[src/rtl/hex_rx_pkg.sv]
// hex_rx_pkg: shared types and default constants for the hex receive display path
package hex_rx_pkg;
  typedef enum logic {IDLE, ACTIVE} act_state_t;
  typedef logic [3:0] nibble_t;
  localparam int DEF_NUM_BYTES = 3;
  localparam int DEF_HOLD_CYCLES = 25_000_000;
endpackage

[src/rtl/hex_rx_buffer_activity_stretch.sv]
// activity_stretch: holds active high for HOLD_CYCLES cycles after the last trig, retriggerable
module activity_stretch import hex_rx_pkg::*; #(
  parameter int HOLD_CYCLES = DEF_HOLD_CYCLES
) (
  input  logic clk,
  input  logic rst,
  input  logic trig,
  output logic active
);
  localparam int CW = $clog2(HOLD_CYCLES + 1);
  localparam logic [CW-1:0] RELOAD = CW'(HOLD_CYCLES - 1);
  act_state_t state, state_n;
  logic [CW-1:0] cnt, cnt_n;
  always_ff @(posedge clk) begin
    if (rst) begin
      state <= IDLE;
      cnt <= '0;
    end else begin
      state <= state_n;
      cnt <= cnt_n;
    end
  end
  always_comb begin
    state_n = state;
    cnt_n = cnt;
    if (trig) begin
      state_n = ACTIVE;
      cnt_n = RELOAD;
    end else if (state == ACTIVE) begin
      state_n = (cnt == '0) ? IDLE : ACTIVE;
      cnt_n = (cnt == '0) ? cnt : cnt - 1'b1;
    end
  end
  assign active = (state == ACTIVE);
endmodule

[src/rtl/hex_rx_buffer.sv]
// hex_rx_buffer: byte history as hex nibbles for the 7-seg decoders, byte counter and activity LED.
// Define RX_ERR_EN to drop errored bytes and flag them on err_sticky.
module hex_rx_buffer import hex_rx_pkg::*; #(
  parameter int NUM_BYTES = DEF_NUM_BYTES,
  parameter int HOLD_CYCLES = DEF_HOLD_CYCLES
) (
  input  logic                   clk,
  input  logic                   rst,
  input  logic [7:0]             rx_data,
  input  logic                   rx_valid,
  input  logic                   rx_err,
  input  logic                   clear,
  input  logic                   freeze,
  output logic [8*NUM_BYTES-1:0] hex_digits,
  output logic [2*NUM_BYTES-1:0] digit_valid,
  output logic [7:0]             byte_count,
  output logic                   activity,
  output logic                   err_sticky
);
  logic trig, acc;
  assign trig = rx_valid & ~clear;
`ifdef RX_ERR_EN
  assign acc = trig & ~rx_err;
  always_ff @(posedge clk) begin
    if (rst || clear) err_sticky <= 1'b0;
    else if (trig && rx_err) err_sticky <= 1'b1;
  end
`else
  assign acc = trig;
  assign err_sticky = rx_err & 1'b0;
`endif
  always_ff @(posedge clk) begin
    if (rst || clear) begin
      hex_digits <= '0;
      digit_valid <= '0;
      byte_count <= '0;
    end else if (acc) begin
      byte_count <= byte_count + 8'd1;
      if (!freeze) begin
        hex_digits <= (hex_digits << 8) | (8*NUM_BYTES)'(rx_data);
        digit_valid <= (digit_valid << 2) | (2*NUM_BYTES)'(2'b11);
      end
    end
  end
  activity_stretch #(.HOLD_CYCLES(HOLD_CYCLES)) u_act (
    .clk(clk),
    .rst(rst),
    .trig(trig),
    .active(activity)
  );
endmodule

[config.mk]
export PLATFORM = sky130hd
export DESIGN_NAME = hex_rx_buffer
export DESIGN_NICKNAME = d
export VERILOG_FILES = /design/src/rtl/hex_rx_pkg.sv /design/src/rtl/hex_rx_buffer_activity_stretch.sv /design/src/rtl/hex_rx_buffer.sv
export SDC_FILE = /design/constraint.sdc
export NUM_CORES = 1
export LEC_CHECK = 0
export CAP_MARGIN = 20
export CORE_MARGIN = 4
export CORE_UTILIZATION = 46
export DETAILED_ROUTE_END_ITERATION = 7
export PLACE_DENSITY = 0.76
export SLEW_MARGIN = 20
export SYNTH_ARGS = -nofsm -noshare
export SYNTH_HDL_FRONTEND = slang
export SYNTH_SLANG_ARGS = --single-unit
export TNS_END_PERCENT = 20
[constraint.sdc]
create_clock -name clk -period 1.8 [get_ports clk]
set_input_delay 0.36 -clock clk [delete_from_list [all_inputs] [get_ports clk]]
set_output_delay 0.36 -clock clk [all_outputs]
set_load 0.01 [all_outputs]
Word level (Yosys, flattened, before mapping)
Index checks and enable logic that the tools add are counted.
{"block": "word_totals", "ff_bits": 64, "romBits": 0, "elab_cells": 27, "mem_bits_rw": 0, "latchBits": 0, "memories": 0}
{"block": "op_classes", "shifts": 0, "multipliers": 0, "div": 0, "n_reduce_logical": 7, "n_eq_ne": 1, "addsub": 2, "magnitude_cmp": 0, "n_bitwise": 5, "muxes": 6}
{"op": "$mux W25", "count": 3}
{"op": "$logic_not A25 Y1", "count": 1}
{"op": "$sub A25 B1 Y25 const B", "count": 1}
{"op": "$or A24 B8 Y24", "count": 1}
{"op": "$add A8 B1 Y8 const B", "count": 1}
{"op": "$reduce_and A2 Y1", "count": 3}
{"op": "$mux W1", "count": 3}
{"op": "$not A1 Y1", "count": 3}
{"op": "$ne A2 B2 Y1 const B", "count": 1}
{"op": "$reduce_bool A2 Y1", "count": 1}
{"op": "$reduce_or A2 Y1", "count": 1}
{"op": "$and A1 B1 Y1", "count": 1}
{"op": "$logic_or A1 B1 Y1", "count": 1}

Longest topological paths before layout
{"block": "logic_depth", "ltp_word": 4, "depth_mapped": 8, "mapped_depth_nobuf": 7}

Hierarchy
From an unflattened synthesis, not the netlist that was laid out.
{"block": "unflattened", "cells_unflattened": 319, "area_unflattened_um2": 2746.4}
{"mod": "hex_rx_buffer", "instances": 1, "seq_area_each_um2": 700.7, "cells_per_inst": 163, "area_per_inst_um2": 1400.1}
{"mod": "activity_stretch", "instances": 1, "seq_area_each_um2": 520.5, "cells_per_inst": 156, "area_per_inst_um2": 1346.3}

Worst setup path before layout
Ideal clock, no wire load.
{"block": "synth_timing", "path_kind": "register to register", "startpoint": "reg u_act.cnt[6]", "endpoint": "reg u_act.cnt[19]", "period_less_slack_ns": 1.976, "setup_slack_ns": -0.176, "path_stages_with_launch": 6, "required_time_ns": 1.726, "t_arrival_ns": 1.901, "path_cell_list": "dfxtp_1 nor3_1 nand3_4 or4_4 or4_1 a31oi_1"}
{"block": "synth_between", "elab_chain_cells": 4}
{"element": "start: declaration", "line": "hex_rx_buffer_activity_stretch.sv:13", "text": "logic [CW-1:0] cnt, cnt_n;"}
{"element": "start signal: assignment", "line": "hex_rx_buffer_activity_stretch.sv:20", "text": "cnt <= cnt_n;"}
{"element": "$sub A25 B1 Y25", "line": "hex_rx_buffer_activity_stretch.sv:31", "text": "cnt_n = (cnt == '0) ? cnt : cnt - 1'b1;"}
{"element": "$mux W25", "line": "hex_rx_buffer_activity_stretch.sv:31"}
{"element": "$mux W25", "line": "hex_rx_buffer_activity_stretch.sv:29", "text": "end else if (state == ACTIVE) begin"}
{"element": "$mux W25", "line": "hex_rx_buffer_activity_stretch.sv:26", "text": "if (trig) begin"}
Parallel ways exist; a longest one is shown, timed or not. The select of a mux whose other input is x is not followed.
A chain may end at the register's enable or synchronous reset.

Final worst setup path
{"block": "layout_timing", "startpoint": "reg u_act.cnt[17]", "endpoint": "reg u_act.cnt[18]"}
The elaborated chain is that of the path after synthesis.

==> flow_metrics.py <==
metrics = {
    "critical_path": {
        "required_ns": 2.01,
        "path_class": "reg2reg",
        "cp_data_arrival_time_ns": 2.18,
        "critPathMaxFanout": 6,
        "critPathLaunchType": "register",
        "end_kind": "register",
    },
    "cells_and_area": {
        "fin_area_sq_um": 3870,
        "fill_cells": 407,
        "nets": 414,
        "drive_above_1_share": 0.256,
        "area_growth_syn_to_layout_pct": 48.0,
        "n_antenna_cell": 0,
    },
    "routing": {
        "ant_nets": 0,
        "drc": 0,
        "wl_per_cell_microns": 14.0,
        "wl_microns": 6640,
        "route.vias.total": 2518,
        "drt_iter0_drc": 129,
        "via_per_inst": 5.31,
        "drt_pass1_iterations": 4,
    },
    "logic_synthesis": {
        "synthAdderAreaFrac": 0.0144,
        "synth_warnings": 0,
        "syn_nets": 323,
        "ys_seq_elements": 61,
        "synth_top_family_by_area": "simple AND/OR/NAND/NOR gates",
        "yosys.cell_types.count": 39,
        "seq_area_frac_synth": 0.467,
        "syn_area_sq_um": 2610,
        "syn_area_per_cell_sq_um": 8.54,
        "synth_xor_xnor_area_share": 0.0369,
        "synth_cells": 306,
        "yosys.area_share.simple": 0.264,
        "yosys-top-cells-count": "61 x dfxtp_1, 61 x nand2_1, 42 x a21oi_1",
        "yosysTopAreaCell": "dfxtp_1",
        "async_flop_share": 0,
        "synth-compound-area-share": 0.166,
        "synth_area_leaders": "dfxtp_1 47%, nand2_1 8.8%, a21oi_1 8.0%, or3_1 3.6%, a31oi_1 2.2%",
        "muxShareOfSynthArea": 0.00766,
        "synth_top_area_frac": 0.467,
        "synth-main-ff-cell": "dfxtp_1",
        "synth_edf_count": 0,
    },
    "sta": {
        "rsz0062_at_grt": "true",
        "max_slew.worst_pin.slew_ns": 0.649,
        "finalHoldViolCount": 0,
        "slew-limit-headroom": 0.567,
        "setup_slack_ns": -0.170,
        "skew_ns": 0.00623,
        "finalCritPeriodShare": 1.09,
        "min_period_ns": 1.97,
        "setup_violations": 23,
        "fmax_ghz": 0.508,
        "finalMaxSlewViolations": 0,
    },
    "placement": {
        "hpwl_microns": 4200,
        "numPortBuffers": 51,
        "post_dp_cell_area_sq_um": 3460,
        "place.gp.congestion": 0.768,
    },
    "cts": {
        "clk_pin_slew_ns": 0.07,
        "clockBufferDepth": 2,
        "cts_made_buffers": 9,
        "cts_sinks": 61,
        "cts_tree": "yes",
        "insertion_delay_ns": 0.33,
        "cts_hold_buffers": 0,
        "root_buffer": "clkbuf_8",
        "htree_num_levels": 3,
    },
    "outcome": {
        "violations": "setup timing",
        "run_status": "finished with violations",
    },
    "global_routing": {
        "grt_pass1_wl_microns": 10800,
        "grt-ovfl-total": 0,
        "grt_use_total": 0.185,
        "grt_max_degree": 36,
        "antenna_found_initial": 0,
        "grt_pass1_vias": 2451,
    },
    "pwr": {
        "p_leak_uw": 0.00136,
        "ir_drop_v": 0.000629,
        "power_uw": 3220,
        "power.density_nw_per_um2": 834,
    },
    "hold_path": {
        "hold_class": "reg2reg",
    },
    "die": {
        "die_h_microns": 83.4,
        "core_area_sq_um": 5510,
        "die_area_sq_um": 6950,
        "die_w_microns": 83.4,
        "start_util": 0.474,
        "num_rows": 27,
        "io-pin-count": 54,
    },
    "flow_run": {
        "drv_cap": 0,
    },
}
==> power by group <==
part,internal (uW),switching [uW]
Sequential,1400,43.8
Clock,645,559
Combinational,295,285
==> sequential cells by signal, indices dropped and copies added (netlist names) <==
register	cells
u_act.active	1
digit_valid	3
u_act.cnt	25
hex_digits	24
byte_count	8
==> cell families (layout without fill, tap and decap cells) <==
group,count (synthesis),in the layout
compound gates,76,77
xor+xnor,11,11
fa+ha+maj,3,3
buf+inv,23,118
flops,61,61
mux,2,2
other cells,1,1
simple gates,129,129
==> cell usage in the layout, fill, tap and decap left out, types with 3 or more instances in the layout <==
cell	n
nand2_1	61
a21oi_1	40
nor4_4	4
or3_4	3
o21ai_2	3
a31o_4	3
or4_1	5
dfxtp_1	53
xnor2_1	6
or3_1	13
nand2b_1	3
nor2_1	12
a31oi_1	9
o31ai_1	5
xor2_1	5
clkbuf_8	9
o21ai_0	6
nand3_1	3
or3_2	3
buf_4	39
dfxtp_2	7
clkdlybuf4s50_1	51
buf_6	6
nand4_1	4
inv_1	4
==> per-layer routing <==
metal,track usage,up-vias,share of wire
met3,0.0556,12,0.044
met5,0,-,0
li1,-,1271,-
met1,0.216,1177,0.44
met2,0.318,58,0.50
met4,0.0698,0,0.015
==> final timing paths <==
kind	start	to	slack [ns]	depth (start not counted)
max reg2reg	u_act.cnt[17]	u_act.cnt[18]	-0.17	7
max	u_act.cnt[17]	u_act.cnt[18]	-0.17	7
min reg2reg	hex_digits[19]	hex_digits[19]	0.45	2
min	hex_digits[19]	hex_digits[19]	0.45	2
==> worst max-delay path, stage by stage, from the launching register on <==
cell     delay (ns)
dfxtp_2        0.32
or4_4          0.56
nor4_4         0.28
buf_4          0.20
a31o_4         0.21
buf_6          0.11
or3_1          0.09
a31oi_1        0.08
==> layout make-up <==
type	instances	area, sq um	area share
inverters	4	15.0	0.00388
clock buffers	9	124	0.0320
clock inverters	7	73.8	0.0191
well taps	72	90.1	0.0233
flip-flops and latches	61	1230	0.319
repair buffers	98	911	0.236
multi-input cells	223	1420	0.367
==> metrics by stage <==
| stage | setup WS (ns) | TNS [ns] | hold slack (ns) | util | instances |
|---|---|---|---|---|---|
| after CTS | -0.103 | -0.871 | 0.456 | 0.676 | 470 |
| after floorplan | -0.0558 | -0.157 | 0.469 | - | 306 |
| after detailed placement | -0.137 | -0.988 | 0.446 | 0.628 | 449 |
| after global placement | -0.0742 | -0.415 | 0.442 | 0.628 | 449 |
| final | -0.170 | -2.09 | 0.453 | 0.702 | 474 |
| after global routing | -0.311 | -4.31 | 0.474 | 0.702 | 474 |
==> repair_timing <==
item	4_1_cts	5_1_grt
setup endpoints to repair	16	25
setup buffers	4	4
cloned	1	0
resized for setup	4	34
pin swaps	9	16
No activity file was read; power rests on OpenSTA's default activity.
